## src/rtl/bridge_arbiter.sv

```systemverilog
// bridge_arbiter
//   Shares one downstream bridge bus between NUM_REQ requesters. Each requester
//   has a one-entry command buffer; a round-robin scheduler issues buffered
//   commands one at a time and routes read data (or a timeout substitute) back
//   to the requester that issued the read.
//
// Ports
//   clk, reset_n                 clock, asynchronous active-low reset
//   req_addr/req_wr_data         per-requester command address / write data
//   req_rd/req_wr                per-requester single-cycle command pulses
//   req_rd_data/_valid           per-requester read response
//   bridge_out_addr/_wr_data     downstream command address / write data
//   bridge_out_rd/_wr            downstream single-cycle command pulses
//   bridge_out_rd_data/_valid    downstream read response
//   busy                         scheduler not idle
//   overflow                     sticky per-requester dropped-command flag
//   timeout_count                saturating count of read timeouts
module bridge_arbiter #(
    parameter int unsigned NUM_REQ         = 2,
    parameter int unsigned TIMEOUT_CYCLES  = 256,
    parameter logic [31:0] RD_TIMEOUT_DATA = 32'hDEAD_BEEF
) (
    input  logic                      clk,
    input  logic                      reset_n,
    input  logic [NUM_REQ-1:0][31:0]  req_addr,
    input  logic [NUM_REQ-1:0][31:0]  req_wr_data,
    input  logic [NUM_REQ-1:0]        req_rd,
    input  logic [NUM_REQ-1:0]        req_wr,
    output logic [NUM_REQ-1:0][31:0]  req_rd_data,
    output logic [NUM_REQ-1:0]        req_rd_data_valid,
    output logic [31:0]               bridge_out_addr,
    output logic [31:0]               bridge_out_wr_data,
    output logic                      bridge_out_rd,
    output logic                      bridge_out_wr,
    input  logic [31:0]               bridge_out_rd_data,
    input  logic                      bridge_out_rd_data_valid,
    output logic                      busy,
    output logic [NUM_REQ-1:0]        overflow,
    output logic [15:0]               timeout_count
);

    localparam int unsigned GW = (NUM_REQ > 1) ? $clog2(NUM_REQ) : 1;
    localparam int unsigned CW = $clog2(TIMEOUT_CYCLES + 1);
    localparam logic [CW-1:0] CNT_LAST    = CW'(TIMEOUT_CYCLES - 1);
    localparam logic [GW-1:0] GRANT_RESET = GW'(NUM_REQ - 1);

    typedef enum logic [1:0] {
        IDLE,
        ISSUE,
        WAIT_RD
    } state_t;

    state_t state, next_state;

    logic [NUM_REQ-1:0]       pend_v;
    logic [NUM_REQ-1:0]       pend_rd;
    logic [NUM_REQ-1:0][31:0] pend_addr;
    logic [NUM_REQ-1:0][31:0] pend_wdata;

    logic [GW-1:0] last_grant;
    logic [GW-1:0] grant_idx;
    logic          grant_found;
    logic          grant;
    logic          cur_rd;
    logic [CW-1:0] wait_cnt;
    logic          rsp_v;
    logic          rsp_timeout;

    // Round-robin pick: first pending index after last_grant, with wrap.
    always_comb begin
        grant_found = 1'b0;
        grant_idx   = last_grant;
        for (int unsigned k = 1; k <= NUM_REQ; k++) begin
            logic [GW-1:0] idx;
            idx = GW'((32'(last_grant) + k) % NUM_REQ);
            if (!grant_found && pend_v[idx]) begin
                grant_found = 1'b1;
                grant_idx   = idx;
            end
        end
    end

    assign grant = (state == IDLE) && grant_found;

    // Next-state and response decode.
    always_comb begin
        next_state  = state;
        rsp_v       = 1'b0;
        rsp_timeout = 1'b0;
        case (state)
            IDLE: begin
                if (grant_found) next_state = ISSUE;
            end
            ISSUE: begin
                if (!cur_rd) begin
                    next_state = IDLE;
                end else if (bridge_out_rd_data_valid) begin
                    rsp_v      = 1'b1;
                    next_state = IDLE;
                end else begin
                    next_state = WAIT_RD;
                end
            end
            WAIT_RD: begin
                if (bridge_out_rd_data_valid) begin
                    rsp_v      = 1'b1;
                    next_state = IDLE;
                end else if (wait_cnt == CNT_LAST) begin
                    rsp_v       = 1'b1;
                    rsp_timeout = 1'b1;
                    next_state  = IDLE;
                end
            end
            default: next_state = IDLE;
        endcase
    end

    always_ff @(posedge clk or negedge reset_n) begin
        if (!reset_n) begin
            state <= IDLE;
            busy  <= 1'b0;
        end else begin
            state <= next_state;
            busy  <= (next_state != IDLE);
        end
    end

    // Command buffers: a new pulse in the grant cycle reloads the entry
    // rather than being dropped.
    always_ff @(posedge clk or negedge reset_n) begin
        if (!reset_n) begin
            pend_v     <= '0;
            pend_rd    <= '0;
            pend_addr  <= '0;
            pend_wdata <= '0;
            overflow   <= '0;
        end else begin
            for (int unsigned i = 0; i < NUM_REQ; i++) begin
                if (req_rd[i] || req_wr[i]) begin
                    if (pend_v[i] && !(grant && (grant_idx == GW'(i)))) begin
                        overflow[i] <= 1'b1;
                    end else begin
                        pend_v[i]     <= 1'b1;
                        pend_rd[i]    <= req_rd[i];
                        pend_addr[i]  <= req_addr[i];
                        pend_wdata[i] <= req_wr_data[i];
                    end
                end else if (grant && (grant_idx == GW'(i))) begin
                    pend_v[i] <= 1'b0;
                end
            end
        end
    end

    // Downstream issue, read timeout and response routing.
    always_ff @(posedge clk or negedge reset_n) begin
        if (!reset_n) begin
            bridge_out_addr    <= '0;
            bridge_out_wr_data <= '0;
            bridge_out_rd      <= 1'b0;
            bridge_out_wr      <= 1'b0;
            cur_rd             <= 1'b0;
            last_grant         <= GRANT_RESET;
            wait_cnt           <= '0;
            req_rd_data        <= '0;
            req_rd_data_valid  <= '0;
            timeout_count      <= '0;
        end else begin
            bridge_out_rd     <= 1'b0;
            bridge_out_wr     <= 1'b0;
            req_rd_data_valid <= '0;

            if (grant) begin
                bridge_out_addr    <= pend_addr[grant_idx];
                bridge_out_wr_data <= pend_wdata[grant_idx];
                bridge_out_rd      <= pend_rd[grant_idx];
                bridge_out_wr      <= !pend_rd[grant_idx];
                cur_rd             <= pend_rd[grant_idx];
                last_grant         <= grant_idx;
            end

            if (state == ISSUE) begin
                wait_cnt <= '0;
            end else if (state == WAIT_RD) begin
                wait_cnt <= wait_cnt + 1'b1;
            end

            if (rsp_v) begin
                req_rd_data[last_grant]       <= rsp_timeout ? RD_TIMEOUT_DATA : bridge_out_rd_data;
                req_rd_data_valid[last_grant] <= 1'b1;
                if (rsp_timeout && (timeout_count != 16'hFFFF)) begin
                    timeout_count <= timeout_count + 16'd1;
                end
            end
        end
    end

endmodule

```

## config.mk

```make
export PLATFORM = sky130hd
export DESIGN_NAME = bridge_arbiter
export DESIGN_NICKNAME = d
export VERILOG_FILES = /design/src/rtl/bridge_arbiter.sv
export SDC_FILE = /design/constraint.sdc
export NUM_CORES = 1
export LEC_CHECK = 0
export CORE_MARGIN = 5
export CORE_UTILIZATION = 52
export DETAILED_ROUTE_END_ITERATION = 8
export GPL_ROUTABILITY_DRIVEN = 0
export PLACE_DENSITY_LB_ADDON = 0.2
export SETUP_SLACK_MARGIN = 0.5
export SLEW_MARGIN = 20
export SYNTH_ARGS = -nofsm -noshare
export SYNTH_HDL_FRONTEND = slang
export SYNTH_SLANG_ARGS = --single-unit
```

## constraint.sdc

```tcl
create_clock -name clk -period 5.8 [get_ports clk]
set_clock_uncertainty 0.15 [all_clocks]
set_input_delay 0.58 -clock clk [delete_from_list [all_inputs] [get_ports clk]]
set_output_delay 0.58 -clock clk [all_outputs]
set_load 0.03 [all_outputs]
```

== Yosys cells after proc, flatten, opt, wreduce, memory -nomap -nowiden ==
Index checks and enable logic that the tools add are counted.
Cells by class
  reductions and logical operators: 26
  bitwise gates (word level): 3
  magnitude comparators: 5
  muxes and demuxes: 44
  add/sub/neg operators: 4
  equal/unequal tests: 6
Operator list (number)
  $mux 32: 6
  $bwmux 64: 1
  $demux 32 s1: 1
  $mux 1: 25
  $mux 9: 2
  $add 16x1->16 const B: 1
  $ne 16x16->1 const B: 1
  $reduce_and 2->1: 7
  $mux 2: 6
  $add 9x1->9 const B: 1
  $eq 9x8->1 const B: 1
  $logic_and 1x1->1: 8
  $lt 1x2->1 const B: 4
  $reduce_bool 2->1: 4
  $pmux 2 s3: 1
  $logic_not 1->1: 4
  $ne 2x2->1 const B: 2
  $not 1->1: 3
  $add 1x1->1 const B: 2
  $eq 2x1->1 const B: 1
  $eq 2x2->1 const B: 1
  $logic_not 2->1: 1
  $logic_or 1x1->1: 2
  $pmux 1 s2: 1
  other kinds (2): 2
Word-level totals
  bits of input ports: 167
  word-level logic and storage cells: 111
  output and inout bits: 151
  bits in registers: 296

== Depth between registers and ports, before layout ==
Gate-level depths: netlist (run 1).
  depth after elaboration: 13
  depth in mapped cells: 11
  depth with buffers taken out: 9

== Worst setup path after synthesis (run 1) ==
No wires, ideal clock.
  path kind: register to register
  start: reg wait_cnt[0]
  end: reg req_rd_data[10] (netlist name)
  setup time: 0.083 ns
  data arrival time: 2.083 ns
  cell stages (with the launch flop): 12
  path buffers: 2
  slack: 3.484 ns
  data required time: 5.567 ns
  period minus slack after synthesis: 2.316 ns
  path through: dfrtp_1 ha_1 nand3_1 nor2_1 and3_1 ha_1 o21ai_0 a211o_1 buf_2 clkbuf_1 nand2_1 o21ai_0
On the way
  word-level cells in the longest chain between the ends: 6
  elaborated cells on any way between the ends: 8
  classes of those cells: eq/ne (1); mux (7)
RTL lines
  start, declared: RTL line 65  | logic [CW-1:0] wait_cnt;
  start signal, assigned: RTL line 185  | wait_cnt <= wait_cnt + 1'b1;
  $eq 9x8->1 (*): RTL line 108  | end else if (wait_cnt == CNT_LAST) begin
  $mux 1 (*): RTL line 108
  $mux 1: RTL line 105  | if (bridge_out_rd_data_valid) begin
  $mux 1: RTL line 90  | case (state)
  $mux 32: RTL line 189  | req_rd_data[last_grant] <= rsp_timeout ? RD_TIMEOUT_DATA : bridge_out_rd_data;
  $bwmux 64: RTL line 189
  end signal, assigned by index: RTL line 189
  end, declared: RTL line 29  | output logic [NUM_REQ-1:0][31:0] req_rd_data,
Every way passes the cells marked *; elsewhere a longest branch is shown, timed or not.
A chain may end at the register's enable or synchronous reset.

== Final worst setup path (run 1) ==
  start: reg state[1]
  end: reg pend_addr[32] (netlist name)
On the way
  word-level cells in the longest chain between the ends: 7
RTL lines
  start, declared: RTL line 53  | state_t state, next_state;
  start signal, assigned: RTL line 123  | state <= next_state;
  $logic_not 2->1: RTL line 83  | assign grant = (state == IDLE) && grant_found;
  $logic_and 1x1->1: RTL line 83
  $logic_and 1x1->1: RTL line 140  | if (pend_v[i] && !(grant && (grant_idx == GW'(i)))) begin
  $logic_not 1->1: RTL line 140
  $logic_and 1x1->1: RTL line 140
  $not 1->1 (no source line)
  $reduce_and 2->1 (no source line)
  end signal, assigned by index: RTL line 145  | pend_addr[i] <= req_addr[i];
  end, declared: RTL line 57  | logic [NUM_REQ-1:0][31:0] pend_addr;
Every way passes these cells.

==> flow_summary.toml, run 1 <==
[run_status]
status = "complete, no violations"

[cts]
clock_sinks = 296
cts_made_buffers = 31
cts_buffer_depth = 3
clk_latency_ns = 0.54
cts_root_buf = "clkbuf_16"
clkTransAtPathRegs_ns = 0.06
cts_tree = "yes"
h-tree-depth = 1

[pwr]
p_int_mw = 6.18
irDropWorstVdd_mv = 0.546
p_total_mw = 9.77
p_seq_frac = 0.363
clkPwrFrac = 0.199
combPwrFrac = 0.437
netSwitchingFraction = 0.368
p_leak_nw = 7.40
powerDensity_nw_per_um2 = 602
switchingPower_mw = 3.60

[cells_and_area]
area.growth.synth_to_final_pct = 36.7
fillers = 1546
drive_above_1_share = 0.137
design_area_um2 = 16200
post-route-util = 0.720
multi_input_comb_area_um2 = 3900
seqCellArea_um2 = 7410
nNetsFinal = 1383

[global_route]
grt_pass1_vias = 8625
busiest_layer = "met2"
use_met2 = 0.370
grt_pass1_wl_um = 47500
antenna_found_initial = 2
gr-usage-all-layers = 0.226
grt-ovfl-total = 0
gr-usage-met1 = 0.294
grt_max_degree = 144
gr-usage-met3 = 0.0712

[synthesis]
ys_seq_area_frac = 0.624
synth-edff-count = 0
synthesis.nets = 1079
netlist_area_um2 = 11900
yosys-top-cells-area = "dfrtp_1 (62%), mux2_4 (7.6%), a222oi_1 (5.4%), mux2_2 (3.5%), mux2_1 (3.1%)"
yosysMostFrequentCell = "dfrtp_1"
yosys_warnings = 0
synth.avg_cell_area_um2 = 13.1
synth_top_flop_cell = "dfrtp_1"
yosysTopAreaCell = "dfrtp_1"
synthDistinctLibCells = 47
synthTopCellsByCount = "dfrtp_1 (295), nand2_1 (86), inv_1 (73)"
yosys_register_bits = 296
async_reset_ff_frac = 1.00
yosys.area.top_type_share = 0.621
syn_inst = 905

[timing]
tightest_slew_ns = 1.05
finalSetupTns_ns = 0
maxSlewHeadroom = 0.301
rsz0062_at_grt = "no"
holdWs_ns = 0.326
maxSlewViolCount = 0
hold_viol = 0
fmax_mhz = 328
finalCritPeriodShare = 0.525
finalCriticalPeriod_ns = 3.05
setup_violations = 0

[flow_run]
max_cap_viol_count = 0

[routing]
vias_per_cell = 5.50
firstDrtPassIters = 8
num_vias = 8338
wl_per_cell_um = 19.8
drt_first_iter_violations = 735
routed_wirelength_um = 30100
drtAntennaViolNets = 0
drc_errors = 0

[die]
rows = 55
core-area_um2 = 22600
ios = 318
die_area_um2 = 26000
initial_core_util = 0.526
dieHeight_um = 161
dieWidth_um = 161

[worst_setup_path]
rr_startpoint = "state[1]"
arrival_ns = 3.32
crit_type = "reg -> reg"
cp.required_ns = 6.07
path_max_fanout = 40
end_kind = "register"
ff2ff_setup_slack_ns = 2.75
critPathLaunch = "state[1]"
start_kind = "register"

[hold_path]
hold_path.class = "reg -> reg"
hp-start = "req_rd_data[31]"

[place]
place_area_um2 = 15200
io_buffers = 317
hpwl_um = 20000
layer usage:
| metal | up-vias | part of all wire |
|---|---|---|
| li1 | 3807 | - |
| met1 | 4183 | 0.40 |
| met2 | 298 | 0.49 |
| met3 | 48 | 0.084 |
| met4 | 2 | 0.026 |
| met5 | - | 0.00043 |
cells by family after synthesis:
family / after synthesis / share of synthesized area
and+or+nand+nor: 164 / 0.0620
DFF: 296 / 0.624
xor gates and xnor gates: 17 / 0.0125
buffers and inverters: 130 / 0.0512
AOI/OAI and AO/OA: 157 / 0.0978
muxes: 134 / 0.146
adders and majority gates: 7 / 0.00737
power groups by stage:
| stage | sequential, mW | clock (mW) | combinational, mW |
|---|---|---|---|
| final | 3.55 | 1.95 | 4.27 |
| after CTS | 3.55 | 1.99 | 4.33 |
| after detailed placement | 3.57 | 0 | 4.31 |
| after global placement | 3.54 | 0 | 4.19 |
| after floorplan | 4.27 | 0 | 2.07 |
| after global routing | 3.66 | 2.07 | 4.59 |
cell type report:
| cell class | count | share of cell area |
|---|---|---|
| Antenna cell | 1 | 0.000154 |
| Tap cell | 285 | 0.0220 |
| Inverter | 74 | 0.0171 |
| Multi-Input combinational cell | 479 | 0.240 |
| Clock inverter | 10 | 0.00616 |
| Clock buffer | 45 | 0.0559 |
| Timing Repair Buffer | 327 | 0.202 |
| Sequential cell | 296 | 0.456 |
final timing paths:
path / to / cells past startpoint
worst min register to register: req_rd_data[31] / 2
min in group asynchronous: timeout_count[15] / 2
max in group asynchronous: bridge_out_wr_data[30] / 4
worst max register to register: pend_addr[32] / 6
worst max-delay path: pend_addr[32] / 6
worst min-delay path: req_rd_data[31] / 2
worst max-delay path, cell delays in order (launching register included):
cell and delay, ns:
dfrtp_1 0.41, inv_1 0.10, ha_1 0.31, a21bo_2 0.27, o21a_4 0.71, buf_4 0.56
mux2_2 0.39
timing repair:
item                                   CTS  global route
setup endpoints to repair                0             0
hold buffers                             0             1
endpoints found under the hold margin    0            40
buffers inserted                         0             0
resized for setup                        0             0
state kept, by name, indices dropped and copies added (netlist names):
name                cells
bridge_out_addr        32
cur_rd                  1
timeout_count          16
last_grant              1
pend_wdata             64
bridge_out_wr_data     32
pend_v                  2
overflow                2
state                   2
busy                    1
pend_rd                 2
bridge_out_rd           1
req_rd_data            64
req_rd_data_valid       2
wait_cnt                9
bridge_out_wr           1
pend_addr              64
per-stage QoR:
step,setup WS (ns),instances
6_report,2.75,1517
3_5_place_dp,2.74,1459
5_1_grt,2.51,1517
2_1_floorplan,3.48,905
4_1_cts,2.77,1514
3_3_place_gp,2.76,1459
cell usage in the layout, fill, tap and decap left out, types with 5 or more instances in the layout:
| cell type | n |
|---|---|
| xnor2_1 | 5 |
| dfrtp_1 | 295 |
| clkbuf_8 | 8 |
| nand3_1 | 7 |
| a21oi_1 | 7 |
| xor2_1 | 12 |
| nand4_1 | 6 |
| clkdlybuf4s50_1 | 316 |
| nor3_1 | 8 |
| nand2_1 | 86 |
| a222oi_1 | 64 |
| buf_4 | 7 |
| ha_1 | 7 |
| inv_1 | 73 |
| nor2_1 | 32 |
| mux2_4 | 60 |
| mux2_2 | 37 |
| clkbuf_1 | 6 |
| o21ai_0 | 69 |
| clkbuf_16 | 31 |
| clkinv_2 | 8 |
| mux2_1 | 33 |
(Power assumes the default switching activity.)
==> inputs of run 2 (changes only) <==
- CORE_UTILIZATION: 52 -> 49
- clock period: 5.8 -> 3.2 ns (I/O delays scaled with it)
==> run 2 against run 1 <==
Wire length rose by 1.4%. Total power up 86%. Via count rose by 0.80%. Sequential power grew 82%. Clock power increased by 95%. Combinational power grew 86%. Register-to-register slack worse by 2.1 ns. Sequential share of layout area down 1.0 points. Largest power group unchanged.
==> flow_summary.toml, run 2 (same netlist as run 1, synthesis figures left out) <==
[worst_setup_path]
path_max_fanout = 40
crit_type = "reg -> reg"
end_kind = "register"
cp.required_ns = 3.46
arrival_ns = 2.77
start_kind = "register"

[place]
io_buffers = 317
hpwl_um = 20500

[die]
core-area_um2 = 24100
ios = 318
dieHeight_um = 166
rows = 57
die_area_um2 = 27500
dieWidth_um = 166
initial_core_util = 0.493

[routing]
wl_per_cell_um = 19.4
routed_wirelength_um = 30500
num_vias = 8405
drc_errors = 0
firstDrtPassIters = 7
drtAntennaViolNets = 0
drt_first_iter_violations = 638
vias_per_cell = 5.34

[timing]
holdWs_ns = 0.111
finalCritPeriodShare = 0.784
tightest_slew_ns = 0.806
hold_viol = 0
setup_violations = 0
finalCriticalPeriod_ns = 2.51
fmax_mhz = 399
maxSlewHeadroom = 0.460
rsz0062_at_grt = "yes"
finalSetupTns_ns = 0
maxSlewViolCount = 0

[pwr]
powerDensity_nw_per_um2 = 1100
irDropWorstVdd_mv = 0.671
p_leak_nw = 7.54

[cts]
clk_latency_ns = 0.54
cts_tree = "yes"
cts_buffer_depth = 3
clock_sinks = 296
cts_made_buffers = 31
clkTransAtPathRegs_ns = 0.06
h-tree-depth = 1
cts_root_buf = "clkbuf_16"

[global_route]
grt-ovfl-total = 0
grt_max_degree = 107
gr-usage-all-layers = 0.215
grt_pass1_vias = 8811
grt_pass1_wl_um = 48600
antenna_found_initial = 2

[flow_run]
max_cap_viol_count = 0

[cells_and_area]
layout_common_cells = "clkdlybuf4s50_1 (316), dfrtp_1 (295), nand2_1 (85)"
drive_above_1_share = 0.156
largest_registers = "pend_addr: 64 flops, pend_wdata: 64 flops, req_rd_data: 64 flops"
post-route-util = 0.689
mostFrequentLayoutCell = "clkdlybuf4s50_1"
area.growth.synth_to_final_pct = 39.8
nNetsFinal = 1400

[hold_path]
hold_path.class = "in -> async"

[run_status]
status = "complete, no violations"
## run 2: changes by cell type in the layout (fill, tap and decap cells not counted), moves of 2 or more
| cell | change |
|---|---|
| a211o_4 | +2 |
| bufinv_16 | +2 |
| buf_4 | +10 |
| buf_12 | +6 |
| clkbuf_1 | -4 |
| clkbuf_8 | +4 |
## run 2: area by class of cell
class	count	area [um^2]
fill	1735	7500
inverter	74	278
clock inverter	12	163
tap	324	405
multi-input combinational	481	3940
timing repair buffer	342	3460
antenna	1	2.50
clock buffer	45	948
sequential	296	7410
## run 2: report_power, final
group,switching (mW),internal (mW)
combinational,4.19,3.74
clock,1.44,2.36
sequential,0.980,5.48
total,6.62,11.6
## run 2: worst max-delay path: stages (launching register included)
cell and delay (ns):
dfrtp_1 0.39, ha_1 0.20, nand3_1 0.13, nor2_1 0.18, and3_1 0.18, ha_1 0.22
o21ai_2 0.14, a211o_4 0.44, buf_12 0.20, nand2_1 0.08, o21ai_0 0.09
## run 2: per-stage QoR
step | area (um^2) | power (mW) | std cells | worst slack, ns
floorplan | 11900 | 11.5 | 905 | 0.884
global route | 16600 | 19.2 | 1575 | 0.471
detailed placement | 15400 | 14.4 | 1510 | 0.550
global placement | 15400 | 14.2 | 1510 | 0.660
CTS | 16500 | 18.3 | 1568 | 0.515
finish | 16600 | 18.2 | 1575 | 0.693
## run 2: final timing paths
kind	cells after the start	to	slack [ns]	start
max	10	req_rd_data[13]	0.69	wait_cnt[0]
max in group asynchronous	3	pend_wdata[31]	1.92	reset_n
min reg2reg	2	req_rd_data[23]	0.33	req_rd_data[23]
min in group clk	3	req_rd_data[4]	0.20	bridge_out_rd_data[4]
min	2	timeout_count[15]	0.11	reset_n
max reg2reg	10	req_rd_data[13]	0.69	wait_cnt[0]
## run 2: what timing repair did
item	CTS	global route
hold buffers	1	0
endpoints found under the hold margin	192	0
setup endpoints to repair	0	45
gates resized for setup	0	6
buffers inserted	0	4
## run 2: per-layer routing
layer | part of all wire | global-route usage | routed length, um | vias up
li1 | - | - | - | 3867
met3 | 0.092 | 0.0748 | 2810 | 46
met2 | 0.48 | 0.355 | 14600 | 301
met4 | 0.023 | 0.0545 | 696 | 2
met5 | 0.00036 | 0 | 11 | -
met1 | 0.41 | 0.274 | 12400 | 4189
